==> config.mk <==
export PLATFORM = sky130hd
export DESIGN_NAME = r2r_dac_sequencer
export DESIGN_NICKNAME = d
export VERILOG_FILES = /design/src/rtl/r2r_dac_sequencer.sv
export SDC_FILE = /design/constraint.sdc
export NUM_CORES = 1
export LEC_CHECK = 0
export ABC_AREA = 1
export BUFFER_PORTS_ARGS = -buffer_cell sky130_fd_sc_hd__buf_2
export CAP_MARGIN = 20
export CORE_AREA = 2 2 82 84
export DETAILED_ROUTE_END_ITERATION = 6
export DIE_AREA = 0 0 84 86
export PLACE_DENSITY = 0.79
export SLEW_MARGIN = 25
export SYNTH_ARGS = -nofsm -noshare
export SYNTH_HDL_FRONTEND = slang
export SYNTH_SLANG_ARGS = --single-unit
==> constraint.sdc <==
create_clock -name clk -period 3.6 [get_ports clk]
set_clock_uncertainty 0.1 [all_clocks]
set_input_delay 0.36 -clock clk [delete_from_list [all_inputs] [get_ports clk]]
set_output_delay 0.36 -clock clk [all_outputs]
set_load 0.01 [all_outputs]
==> src/rtl/r2r_dac_sequencer.sv <==
// R2R DAC sequencer: a programmable divider paces hold, ramp, triangle or
// FIFO-fed stream codes onto a 4-bit R2R ladder.
module r2r_dac_sequencer #(
  parameter int DIV_W      = 8,
  parameter int FIFO_DEPTH = 4
) (
  input  logic             clk,
  input  logic             rst,
  input  logic             cfg_we,
  input  logic [2:0]       cfg_addr,
  input  logic [7:0]       cfg_data,
  input  logic             ext_valid,
  input  logic [3:0]       ext_data,
  output logic             ext_ready,
  output logic [3:0]       r2r_out,
  output logic             sample_tick,
  output logic             underrun,
  output logic             running
);

  localparam int AW = $clog2(FIFO_DEPTH);
  localparam logic [AW:0] FULL = (AW + 1)'(FIFO_DEPTH);

  typedef enum logic {IDLE, RUN} state_t;
  typedef enum logic [1:0] {
    M_HOLD, M_RAMP, M_TRI, M_STREAM
  } mode_t;

  state_t           state, state_n;
  mode_t            mode;
  logic [DIV_W-1:0] div, cnt;
  logic [3:0]       step, holdval;
  logic             dir, dir_n;

  logic [3:0]       mem [FIFO_DEPTH];
  logic [AW-1:0]    wr_ptr, rd_ptr;
  logic [AW:0]      count;

  logic             wr_ctrl, wr_div, wr_clr, cnt_clr;
  logic             tick, stream, push, pop, urun;
  logic [4:0]       sum;
  logic [3:0]       tri_up, tri_dn, code_n;

  always_comb begin
    wr_ctrl   = cfg_we && (cfg_addr == 3'd0);
    wr_div    = cfg_we && (cfg_addr == 3'd1);
    wr_clr    = cfg_we && (cfg_addr == 3'd4);
    cnt_clr   = wr_ctrl || wr_div;
    tick      = (state == RUN) && !cnt_clr && (cnt == div);
    stream    = (mode == M_STREAM);
    ext_ready = (state == RUN) && stream && (count < FULL);
    push      = ext_valid && ext_ready;
    pop       = tick && stream && (count != '0);
    urun      = tick && stream && (count == '0);

    state_n = state;
    if (wr_ctrl)
      state_n = cfg_data[0] ? RUN : IDLE;

    sum    = {1'b0, r2r_out} + {1'b0, step};
    tri_up = (sum >= 5'd15) ? 4'd15 : sum[3:0];
    tri_dn = (r2r_out <= step) ? 4'd0 : r2r_out - step;

    code_n = r2r_out;
    dir_n  = dir;
    case (mode)
      M_HOLD: code_n = holdval;
      M_RAMP: code_n = sum[3:0];
      M_TRI: begin
        if (dir) begin
          code_n = tri_up;
          if (tri_up == 4'd15) dir_n = 1'b0;
        end else begin
          code_n = tri_dn;
          if (tri_dn == 4'd0) dir_n = 1'b1;
        end
      end
      M_STREAM: if (pop) code_n = mem[rd_ptr];
      default: code_n = r2r_out;
    endcase
  end

  // Storage needs no reset; the pointers define what is valid.
  always_ff @(posedge clk) begin
    if (push && !rst)
      mem[wr_ptr] <= ext_data;
  end

  always_ff @(posedge clk) begin
    if (rst) begin
      state       <= IDLE;
      mode        <= M_HOLD;
      div         <= '0;
      step        <= 4'd1;
      holdval     <= 4'd0;
      cnt         <= '0;
      dir         <= 1'b1;
      wr_ptr      <= '0;
      rd_ptr      <= '0;
      count       <= '0;
      r2r_out     <= 4'd0;
      sample_tick <= 1'b0;
      underrun    <= 1'b0;
      running     <= 1'b0;
    end else begin
      if (cfg_we) begin
        case (cfg_addr)
          3'd0: mode    <= mode_t'(cfg_data[2:1]);
          3'd1: div     <= DIV_W'(cfg_data);
          3'd2: step    <= cfg_data[3:0];
          3'd3: holdval <= cfg_data[3:0];
          default: ;
        endcase
      end

      state       <= state_n;
      running     <= (state_n == RUN);
      sample_tick <= tick;

      if (cnt_clr || tick || state != RUN)
        cnt <= '0;
      else
        cnt <= cnt + 1'b1;

      if (urun)
        underrun <= 1'b1;
      else if (wr_clr)
        underrun <= 1'b0;

      // Leaving RUN shows HOLDVAL on the very next cycle.
      if (state_n == IDLE)
        r2r_out <= holdval;
      else if (tick)
        r2r_out <= code_n;

      if (state != RUN || wr_ctrl)
        dir <= 1'b1;
      else if (tick && mode == M_TRI)
        dir <= dir_n;

      if (state != RUN) begin
        wr_ptr <= '0;
        rd_ptr <= '0;
        count  <= '0;
      end else begin
        if (push) wr_ptr <= wr_ptr + 1'b1;
        if (pop)  rd_ptr <= rd_ptr + 1'b1;
        if (push && !pop)
          count <= count + 1'b1;
        else if (pop && !push)
          count <= count - 1'b1;
      end
    end
  end

endmodule

==> flow_results.org, run 1 <==
** Run status
- The flow ran to the end, and the final reports show no timing, DRC or antenna violations.

** Clocking
- Clock network latency to the later pin of the worst-skew pair :: 0.34 ns
- TritonCTS created 9 clock buffers.
- Cell at the root of the clock tree :: sky130_fd_sc_hd__clkbuf_8
- TritonCTS built the clock tree.
- Total number of H-tree levels :: 3
- Sink Count :: between 50 and 60
- Clock transition at the registers of the reported paths :: 0.07 ns
- The clock passes through at most 2 buffers.
- In this run, post-CTS repair resized a total of 0 instances.
- Post-CTS Setup Repair Bufs :: 0
- Buffers inserted to repair hold after CTS numbered 0.

** Place
- Detailed placement finished with a half-perimeter wire length of 4710 um.
- Routability-driven placement finished with a final weighted congestion of around 0.90.
- In this run the tool buffered the top-level ports with 26 buffer cells.
- After detailed placement, the design holds a cell count of ~490.

** Global route
- The total overflow left after global routing is 0.
- Maximum number of pins on one net before global-route repair :: 24
- Number of global-route vias before repair :: around 2,400
- GRT Util Overall :: between 10% and 20%
- Global-route wire length before repair :: around 10,000 um
- Number of antenna violations at the first check in global routing :: 0

** Detailed routing
- Across all layers, the routed design uses ~2,500 vias.
- Remaining routing DRC violations :: 0
- Detailed-route vias per instance :: around 5
- Final WL :: between 6000 and 7000 um
- The pre-antenna-repair detailed-routing pass consisted of 4 iterations.
- The detail route stage leaves a number of antenna-violating nets equal to 0.
- Wire length per cell :: 12.2 um
- Initial detailed-routing violation count :: 76

** Critical path
- Data on the critical path is required at its endpoint by 3.73 ns.
- Broken down by cell family, the worst path's largest delay share belongs to simple AND/OR/NAND/NOR gates.
- Counting both buffers and inverters, the worst setup path holds a total of 2.
- Worst reg-to-reg path cell count :: 11
- STA classifies the critical path endpoint as a flop.
- The slowest stage of the critical path belongs to the cell sky130_fd_sc_hd__dfxtp_1.
- The setup check on the worst reg-to-reg path leaves a slack of between 1 and 1.5 ns.
- In this run the critical register-to-register path is captured at count[2].
- In this run the worst path has a maximum fanout of 5.
- Data on the critical path arrives at its endpoint at approximately 2.4 ns.
- Traced cell by cell, the critical path runs through nand2_1 > nor3_1 > nand2_1 > inv_1 > ha_1 > inv_1 > fa_1 > o21ai_0 > a21oi_1 > o21ai_0 > a21oi_1.
- Slowest cell delay on critical path :: around 0.38 ns
- The critical path is of the reg2reg type.
- The worst setup path is launched from a flop.
- The worst register-to-register path begins at mode[1].

** Yosys
- After synthesis, the cell types taking the most area are sky130_fd_sc_hd__dfxtp_1 (28%), sky130_fd_sc_hd__edfxtp_1 (16%), sky130_fd_sc_hd__nand2_1 (9.7%), sky130_fd_sc_hd__inv_1 (6.4%), sky130_fd_sc_hd__ha_1 (5.7%).
- Counting flops with a built-in enable in the synthesized netlist gives 16.
- A synthesized cell averages between 7 and 8 um2.
- Most numerous cell in the Yosys netlist :: sky130_fd_sc_hd__nand2_1
- Number of synthesized register bits :: 59
- Count of yosys warnings during synthesis :: 0
- Portion of synthesized cell area occupied by the leading cell type :: 28.2%
- For this run, asynchronously set or reset flops after synthesis account for 0%.
- After synthesis, flip-flops and latches occupy 43.9% of the total area.
- Total standard cell area after synthesis :: 3060 um2
- Nets in the synthesized netlist :: roughly 420
- Dominant synthesized flop cell :: sky130_fd_sc_hd__dfxtp_1
- The number of different library cells used by synthesis comes to 34.
- By count the netlist is led by sky130_fd_sc_hd__nand2_1 (79), sky130_fd_sc_hd__inv_1 (52), sky130_fd_sc_hd__nor2_1 (45).
- The largest total area in the synthesized netlist belongs to sky130_fd_sc_hd__dfxtp_1.
- The cell count after synthesis came out at roughly 390.

** Cells and area
- Across the whole layout, storage elements account for between 1000 and 1500 um2.
- The net count of the finished layout is roughly 460.
- Cells fill 55.0% of the core in the end.
- Counting the fill cells in the layout gives roughly 570.
- Area added between synthesis and finish :: 13.1%
- 0 antenna diodes ended up in the layout.
- Proportion of layout cells with a drive suffix above 1 :: 14.6%
- Total area of multi-input combinational cells :: 1480 um2
- Post-route insts no fill :: 501

** Floorplanning
- After floorplanning, the core was divided into 29 placement rows.
- The floorplan step defined a die boundary enclosing roughly 7200 um2.
- During I/O placement, the number of pins put on the boundary was 27.
- Die width :: approximately 84 um
- Die height :: ~86 um
- The initial utilization of the core area, before any placement, comes to between 40% and 50%.
- Placeable core area :: between 6000 and 7000 um2

** Timing
- Worst slew margin relative to its limit :: between 60 and 70%
- Pin slew with the least headroom to its limit :: approximately 0.57 ns
- The max-slew violation total from the final report is 0.
- The number of failing hold endpoints at the final stage was 0.
- Highest attainable clock frequency :: 434 MHz
- Setup repair after global routing missed its margin :: no
- The final critical path takes up between 60% and 70% of the cycle.
- Final setup violation count :: 0
- Final hold analysis gives a worst-case slack of 0.143 ns.
- For the final routed database, the setup TNS stands at 0 ns.
- The worst path needs 2.30 ns of the cycle, external delays included.

** Pwr
- For this design the ratio of total power to cell area is approximately 400 nW/um2.
- Combinational share of power :: 8.2%
- Post-layout power :: 1.39 mW
- IR analysis of the VDD net gives a maximum drop of ~0.00025 V.
- Cell leakage power :: 1.55 nW
- In this run the power spent charging and discharging nets is about 0.35 mW.
- Sequential cells account for roughly 50% of the total power.
- Net Sw Frac :: 24.8%
- Part of the power in the clock network :: 41.8%
- The internal portion of the total power is approximately 1.0 mW.

** Min path
- In this run the most critical hold path is launched from ext_data[1].
- Class of the most critical hold timing path :: in2reg
- Number of instances on the worst hold path :: 1
- Endpoint of the worst hold-timing path :: mem[1][1]

** Flow run
- Maximum Capacitance Violations :: 0
power groups by stage:
| stage | clock [mW] | combinational [mW] | sequential [mW] |
|---|---|---|---|
| floorplan | 0 | 0.0778 | 0.711 |
| global placement | 0 | 0.109 | 0.712 |
| detailed placement | 0 | 0.113 | 0.712 |
| CTS | 0.593 | 0.114 | 0.697 |
| global route | 0.621 | 0.129 | 0.698 |
| finish | 0.582 | 0.114 | 0.697 |
area by class of cell:
type,count,area share [%]
flip-flops and latches,59,38.8
well taps,77,2.79
repair buffers,26,3.77
multi-input cells,267,43.0
clock inverters,7,1.99
inverters,56,6.08
clock buffers,9,3.59
worst max-delay path by stage:
stage                     start  endpoint  slack [ns]  depth (start not counted)
floorplan                 state  count[2]        1.32                         11
global placement    cfg_addr[2]  count[2]        1.16                         13
detailed placement  cfg_addr[2]  count[2]        1.07                         13
CTS                     mode[1]  count[2]        1.27                         11
global route            mode[1]  count[2]        1.00                         11
finish                  mode[1]  count[2]        1.30                         11
sequential cells by signal, summed over array words and instances (netlist names), 2 cells and up, named ones only:
register,flops
div,8
step,4
r2r_out,4
rd_ptr,2
count,3
wr_ptr,2
mode,2
mem,16
holdval,4
cnt,8
routing by layer:
metal  share of wire, %  wire length (um)  track usage, %
met4                1.7               102            6.74
met2                 47              2880            31.7
met3                5.5               334            5.39
met1                 46              2780            21.6
met5                  0                 0               0
through the flow:
stage / area, um2 / setup slack (ns)
6_report: 3450 / 1.30
5_1_grt: 3450 / 1.00
4_1_cts: 3450 / 1.27
3_5_place_dp: 3260 / 1.07
3_3_place_gp: 3260 / 1.16
2_1_floorplan: 3060 / 1.32
kinds of logic (layout without fill, tap and decap cells):
logic type      after synthesis  after routing  synth area share (%)
xor+xnor                     12             12                  3.44
compound gates               60             60                  10.6
buf+inv                      60             98                  7.53
flops                        59             59                  43.9
simple gates                178            178                  26.8
fa+ha+maj                    17             17                  7.70
layout by cell type, fill, tap and decap left out, types with 9 or more instances in the layout:
master / instances
sky130_fd_sc_hd__nand2_1: 79
sky130_fd_sc_hd__inv_1: 52
sky130_fd_sc_hd__nor2_1: 45
sky130_fd_sc_hd__dfxtp_1: 43
sky130_fd_sc_hd__nand3_1: 31
sky130_fd_sc_hd__o21ai_0: 29
sky130_fd_sc_hd__a21oi_1: 26
sky130_fd_sc_hd__buf_2: 26
sky130_fd_sc_hd__edfxtp_1: 16
sky130_fd_sc_hd__ha_1: 14
sky130_fd_sc_hd__xor2_1: 11
sky130_fd_sc_hd__clkbuf_8: 9
worst reg2reg max path: stages (launching register included):
cell and delay, ns:
sky130_fd_sc_hd__dfxtp_1 0.38, sky130_fd_sc_hd__nand2_1 0.12, sky130_fd_sc_hd__nor3_1 0.27, sky130_fd_sc_hd__nand2_1 0.17, sky130_fd_sc_hd__inv_1 0.11, sky130_fd_sc_hd__ha_1 0.15
sky130_fd_sc_hd__inv_1 0.07, sky130_fd_sc_hd__fa_1 0.37, sky130_fd_sc_hd__o21ai_0 0.18, sky130_fd_sc_hd__a21oi_1 0.07, sky130_fd_sc_hd__o21ai_0 0.15, sky130_fd_sc_hd__a21oi_1 0.05
No activity file was read; power rests on OpenSTA's default activity.
==> inputs of run 2 (changes only) <==
clock period = 2.15 ns   (was 3.6 ns; I/O delays follow)
==> flow_results.org, run 2 (synthesis gave the netlist of run 1 again) <==
** Clocking
- The maximum buffer depth of the clock tree was 2 (unchanged).
- Total number of H-tree levels :: 3 (unchanged)
- Clock transition at the registers of the reported paths :: 0.06 ns (about the same)
- Clock tree synthesis selected as its root buffer the cell sky130_fd_sc_hd__clkbuf_8.
- TritonCTS clock tree :: built
- The worst-skew pair later-pin latency came to 0.33 ns (about the same).
- Sink Count :: 59 (unchanged)
- Number of buffers added by the clock tree synthesis step :: 9 (unchanged)

** Floorplanning
- Die width :: 84 um (unchanged)
- The height of the die is 86 um (unchanged).
- Placeable core area :: 6280 um2 (unchanged)
- Top-level I/O count :: 27 (unchanged)
- Initial cell density of the core :: 48.7% (unchanged)
- Standard-cell rows :: 29 (unchanged)
- Area of the die :: 7220 um2 (unchanged)

** Timing
- The worst-case setup margin in the final layout was 0.102 ns (-1.20 ns).
- The number of failing hold endpoints at the final stage is 0 (unchanged).
- Worst slew margin relative to its limit :: 72.9% (+11 points)
- Total count of max-transition violations in the final report :: 0 (unchanged)
- Setup repair after global routing missed its margin :: yes
- The peak clock frequency supported by timing was 488 MHz (+12%).
- The time the worst path needs with I/O delays and setup came to 2.05 ns (-0.255 ns).
- The actual slew at the worst max-slew pin was 0.404 ns (-0.170 ns).
- The final cycle utilization of the critical path came to 95.3% (+31 points).
- The final number of setup-violating endpoints was 0 (unchanged).

** Cells and area
- The final-stage net count came to 476 (+4.6%).
- Reg with most FFs :: mem
- The library cell used most frequently in the layout, excluding fill and tap cells, is sky130_fd_sc_hd__nand2_1.
- Relative to the synthesized area, the layout overhead comes to 20.2%.
- Number of inserted diodes :: 0 (unchanged)
- Proportion of layout cells with a drive suffix above 1 :: 22.2% (+7.6 points)
- The number of flip-flops in the largest register came to 16 (unchanged).
- The largest registers in the layout are mem x16, cnt x8, div x8.
- The number of fillers in the final layout was 545 (-4.7%).
- Total area of multi-input combinational cells :: 1560 um2 (+5.4%)
- The flip-flop and latch area was 1350 um2 (+0.93%).
- In the layout the commonest cells are sky130_fd_sc_hd__nand2_1 (77), sky130_fd_sc_hd__inv_1 (49), sky130_fd_sc_hd__nor2_1 (43).

** Detailed routing
- Wire length per cell :: 12.2 um (+0.32%)
- The number of DRC markers in iteration 0 is 119 (+57%).
- Remaining routing DRC violations :: 0 (unchanged)
- The number of iterations in the first detailed-routing pass was 4 (unchanged).
- Number of antenna-violating nets in the routed design :: 0 (unchanged)
- Vias post-DR :: 2,606 (+4.2%)
- Final WL :: 6380 um (+4.5%)
- The per-cell via count in the routed design was 4.99 (about the same).

** Pwr
- VDD IR max :: 0.000487 V (+91%)
- Post-layout power :: 2.19 mW (+57%)
- The leakage power total came to 1.63 nW (+5.2%).
- Power density cells :: 597 nW/um2 (+48%)

** Global route
- The maximum number of pins on one net before global-route repair is 23 (-4.2%).
- Number of antenna violations at the first check in global routing :: 0 (unchanged)
- The total grt overflow came to 0 (unchanged).
- The wire length of the first global-routing pass came to 10,600 um (+1.9%).
- The via count of the first global-routing pass is 2,478 (+3.0%).
- GRT Util Overall :: 18.5% (+0.21 points)

** Critical path
- The data arrival time of the critical path was 2.21 ns (-0.22 ns).
- STA classifies the critical path startpoint as a flop.
- The number of buffers and inverters on the critical path came to 1 (-1).
- In this design, the critical path's most frequently occurring cell is sky130_fd_sc_hd__nand2_1.
- Endpoint of the most critical register-to-register path :: r2r_out[1]
- CP max-delay cell :: sky130_fd_sc_hd__fa_1
- Critical path depth in cells :: 11 (unchanged)
- The biggest cell delay along the critical path is 0.41 ns (+0.03 ns).
- The most critical setup path has its endpoint at r2r_out[1].
- Reg-to-Reg Start :: step[0]
- The setup path with the least slack is of type reg2reg.
- STA classifies the critical path endpoint as a flop.
- The worst-case reg-to-reg path depth was 11 (unchanged).
- Max FO, Critical Path :: 3 (-2)
- The cell family contributing the most delay on the critical path is simple AND/OR/NAND/NOR gates.
- Walking the worst path, the cells encountered are ha_4 > inv_1 > fa_1 > or2_2 > nor2_1 > nand3_1 > nand4_1 > nand2_1 > nand2_1 > nand2_1 > a21oi_1.
- R2R setup slack :: 0.10 ns (-1.20 ns)
- Beginning of the critical path :: step[0]
- The worst path required time was 2.31 ns (-1.42 ns).

** Flow run
- Maximum Capacitance Violations :: 0 (unchanged)

** Place
- The setup slack at placement is 0.00838 ns (-1.06 ns).
- Placer Congestion :: 0.907 (+0.77%)
- The post-detailed-placement half-perimeter wirelength came to 4780 um (+1.4%).
- Quantity of I/O buffers inserted on ports :: 26 (unchanged)

** Run status
- The flow ran to the end, and the final reports show no timing, DRC or antenna violations.

** Min path
- The worst hold path belongs to the class in2reg.
run 2: cell type report:
| cell class | count | share of cell area, % |
|---|---|---|
| clock inverters | 5 | 0.579 |
| repair buffers | 47 | 8.04 |
| well taps | 77 | 2.62 |
| flip-flops and latches | 59 | 36.9 |
| inverters | 56 | 5.72 |
| clock buffers | 11 | 3.58 |
| multi-input cells | 267 | 42.6 |
run 2: power breakdown:
| part | internal, mW | total [mW] | switching [mW] |
|---|---|---|---|
| sequential | 1.15 | 1.17 | 0.0107 |
| clock | 0.402 | 0.799 | 0.396 |
| combinational | 0.0940 | 0.228 | 0.134 |
run 2: layer usage:
metal	wire, um	track usage (%)	up-vias
li1	-	-	1358
met3	263	4.62	10
met4	112	7.77	0
met1	2940	22.4	1182
met2	3060	31.6	56
met5	0	0	-
run 2: worst min path at each step:
stage               cells past startpoint   startpoint         to
global route                            1  ext_data[2]  mem[1][2]
CTS                                     1  ext_data[0]  mem[2][0]
finish                                  1  ext_data[2]  mem[1][2]
global placement                        1  ext_data[1]  mem[1][1]
detailed placement                      1  ext_data[3]  mem[1][3]
floorplan                               1          rst   underrun
run 2: through the flow:
step	instance area, um2	TNS, ns	util (%)	instances	hold WS, ns
global route	3670	-0.134	58.5	522	0.00319
finish	3670	0	58.5	522	0.0132
detailed placement	3380	0	53.8	499	0.345
floorplan	3070	0	-	386	0.184
global placement	3380	0	53.8	499	0.334
CTS	3550	0	56.6	517	0.000181
run 2: timing repair:
item,in CTS,in global routing
buffers inserted,0,4
hold endpoints to repair,8,2
gates resized for setup,0,29
hold buffers,2,1
setup endpoints to repair,0,6
==> inputs of run 3 (changes only) <==
clock period = 1.95 ns   (was 2.15 ns; I/O delays follow)
==> flow_results.org, run 3 (synthesis gave the netlist of run 1 again) <==
** Run status
- The flow ran to the end, but the final reports show violations.
- Violations in the final reports :: setup timing

** Detailed routing
- The final wirelength was 6820 um (+6.9%).
- The number of iterations in the first detailed-routing pass came to 5 (+1).
- Vias post-DR :: 2,720 (+4.4%)
- The per-cell via count in the routed design was 5.04 (+0.90%).
- Initial detailed-routing violation count :: 130 (+9.2%)
- Number of antenna-violating nets in the routed design :: 0 (unchanged)
- The routed length per instance was 12.6 um (+3.3%).
- The detailed-route DRC error count is 0 (unchanged).

** Pwr
- Post-layout power :: 2.72 mW (+24%)
- VDD IR max :: 0.000460 V (-5.5%)
- Power density cells :: 692 nW/um2 (+16%)
- Cell leakage power :: 1.75 nW (+7.4%)

** Timing
- Final setup violation count :: 1 (+1)
- The worst slack on hold paths came to 0.0277 ns (+0.0145 ns).
- Total count of max-transition violations in the final report :: 0 (unchanged)
- Setup repair after global routing could not meet its margin everywhere.
- Worst slew margin relative to its limit :: 72.6% (-0.33 points)
- The peak clock frequency supported by timing came to 512 MHz (+4.8%).
- The number of failing hold endpoints at the final stage is 0 (unchanged).
- The time the worst path needs with I/O delays and setup was 1.95 ns (-0.0936 ns).
- The setup TNS was -0.00445 ns (-0.00445 ns).
- The actual slew at the worst max-slew pin came to 0.409 ns (+0.00490 ns).
- Tcrit/Tclk final :: 100% (+5.0 points)
- Post-route worst setup slack :: -0.00445 ns (-0.106 ns)

** Clocking
- The cell sitting at the root of the clock tree is a sky130_fd_sc_hd__clkbuf_8.
- The worst-skew pair later-pin latency is 0.33 ns (about the same).
- The maximum buffer depth of the clock tree came to 2 (unchanged).
- TritonCTS built the clock tree.
- The H-tree depth came to 3 (unchanged).
- The clock buffer count from CTS is 9 (unchanged).
- Sink Count :: 59 (unchanged)
- The CTS clock-pin slew for the worst setup and hold paths is 0.06 ns (about the same).

** Global route
- The total routing resource utilization after global routing is 20.2% (+1.7 points).
- Number of global-route vias before repair :: 2,606 (+5.2%)
- Number of antenna violations at the first check in global routing :: 0 (unchanged)
- Global-route wire length before repair :: 11,600 um (+9.4%)
- GRT overflow :: 0 (unchanged)
- Maximum number of pins on one net before global-route repair :: 23 (unchanged)

** Critical path
- Type of the worst setup path :: reg2reg
- Slowest cell delay on critical path :: 0.39 ns (-0.02 ns)
- The worst setup path is captured at a flop.
- The number of buffers and inverters on the critical path is 4 (+3).
- Worst endpoint required time :: 2.06 ns (-0.25 ns)
- CP startpoint kind :: flop
- Crit path max-delay family :: simple AND/OR/NAND/NOR gates
- Among all stages on the critical path, the largest delay is contributed by sky130_fd_sc_hd__fa_2.
- Critical-path cell list :: inv_2 > ha_4 > inv_4 > fa_2 > inv_2 > nor2_2 > nor2_1 > nor2_2 > nand2_1 > nand2_1 > nand3_1 > nand2_1 > nand2_1 > nand2_1 > inv_1 > nor2_1
- The data arrival time of the critical path was 2.07 ns (-0.14 ns).
- Cell repeated most along the worst path :: sky130_fd_sc_hd__nand2_1
- The peak fanout along the critical path was 4 (+1).

** Flow run
- Maximum Capacitance Violations :: 0 (unchanged)

** Floorplanning
- The number of top-level pins is 27 (unchanged).
- The number of cell rows was 29 (unchanged).
- The initial core utilization came to 48.7% (unchanged).
- Area of the die :: 7220 um2 (unchanged)
- The height of the die came to 86 um (unchanged).
- Die width :: 84 um (unchanged)
- Placeable core area :: 6280 um2 (unchanged)

** Place
- Placer Congestion :: 0.883 (-2.7%)
- Post-DP HPWL :: 4930 um (+3.2%)
- Quantity of I/O buffers inserted on ports :: 26 (unchanged)
- Area post-placement :: 3540 um2 (+4.7%)
- The setup slack at placement came to -0.0649 ns (-0.0733 ns).
- The cell total after placement was 515 (+3.2%).

** Cells and area
- The footprint of the multi-input gates is 1610 um2 (+2.9%).
- The share of cells above drive strength 1 is 27.2% (+5.0 points).
- Number of fillers in the final layout :: 517 (-5.1%)
- Post-route insts no fill :: 540 (+3.4%)
- Area added between synthesis and finish :: 28.6%
- Leaving out fill and tap cells, the most frequent cell in the layout is sky130_fd_sc_hd__nand2_1.
- Post-route standard cell area excluding fillers :: 3930 um2 (+7.0%)
- More flip-flops sit in one register than any other, and that register is mem.
- The number of flip-flops in the largest register came to 16 (unchanged).
- The number of diodes added for antenna fixing is 0 (unchanged).
- Most used cells in the layout excluding fill and tap cells :: sky130_fd_sc_hd__nand2_1 (76), sky130_fd_sc_hd__inv_1 (45), sky130_fd_sc_hd__nor2_1 (43)
- Utilization of the core after routing :: 62.6% (+4.1 points)
- The final-stage net count is 494 (+3.8%).
- In the final layout, the registers with the most flip-flops are mem x16, cnt x8, div x8.
- The flip-flop and latch area was 1350 um2 (unchanged).

** Min path
- The worst hold path belongs to the class in2reg.
## run 3: changes by cell type in the layout (fill, tap and decap cells not counted), sizes merged
cell	previous run	this run
bufinv	0	2
clkinv	5	4
clkbuf	11	9
buf	44	58
dlygate4sd3	3	7
clkinvlp	0	1
## run 3: where the power goes
group	leakage (nW)	internal, mW	switching (mW)
sequential	0.495	1.27	0.0120
combinational	1.16	0.121	0.157
clock	0.0994	0.701	0.454
total	1.75	2.10	0.624
## run 3: layout make-up
type	instances	area share, %
multi-input combinational	267	41.0
sequential	59	34.5
timing repair buffer	65	11.2
inverter	56	5.67
clock buffer	9	3.15
tap	77	2.45
clock inverter	7	2.10
## run 3: final timing paths
check / start / to / slack [ns] / depth (start not counted)
hold reg to reg: holdval[0] / holdval[0] / 0.36 / 2
setup reg to reg: r2r_out[0] / r2r_out[2] / -0.004 / 16
hold / removal: cfg_data[4] / div[4] / 0.03 / 3
setup / recovery: r2r_out[0] / r2r_out[2] / -0.004 / 16
## run 3: routing by layer
| layer | global-route usage (%) | share of wire, % | up-vias |
|---|---|---|---|
| met1 | 24.7 | 43 | 1250 |
| li1 | - | - | 1393 |
| met5 | 0 | 0 | - |
| met2 | 34.5 | 50 | 64 |
| met3 | 4.14 | 4.3 | 13 |
| met4 | 8.94 | 2.4 | 0 |
## run 3: worst min-delay path, stage by stage
cell,delay (ns)
sky130_fd_sc_hd__buf_2,0.07
sky130_fd_sc_hd__nor2_1,0.04
sky130_fd_sc_hd__nor2_1,0.11
## run 3: timing repair
action / 4_1_cts / 5_1_grt
gates resized for setup: 3 / 31
hold endpoints to repair: 20 / 0
setup buffers: 0 / 2
hold buffers: 7 / 0
setup endpoints to repair: 6 / 7
pin swaps: 10 / 13
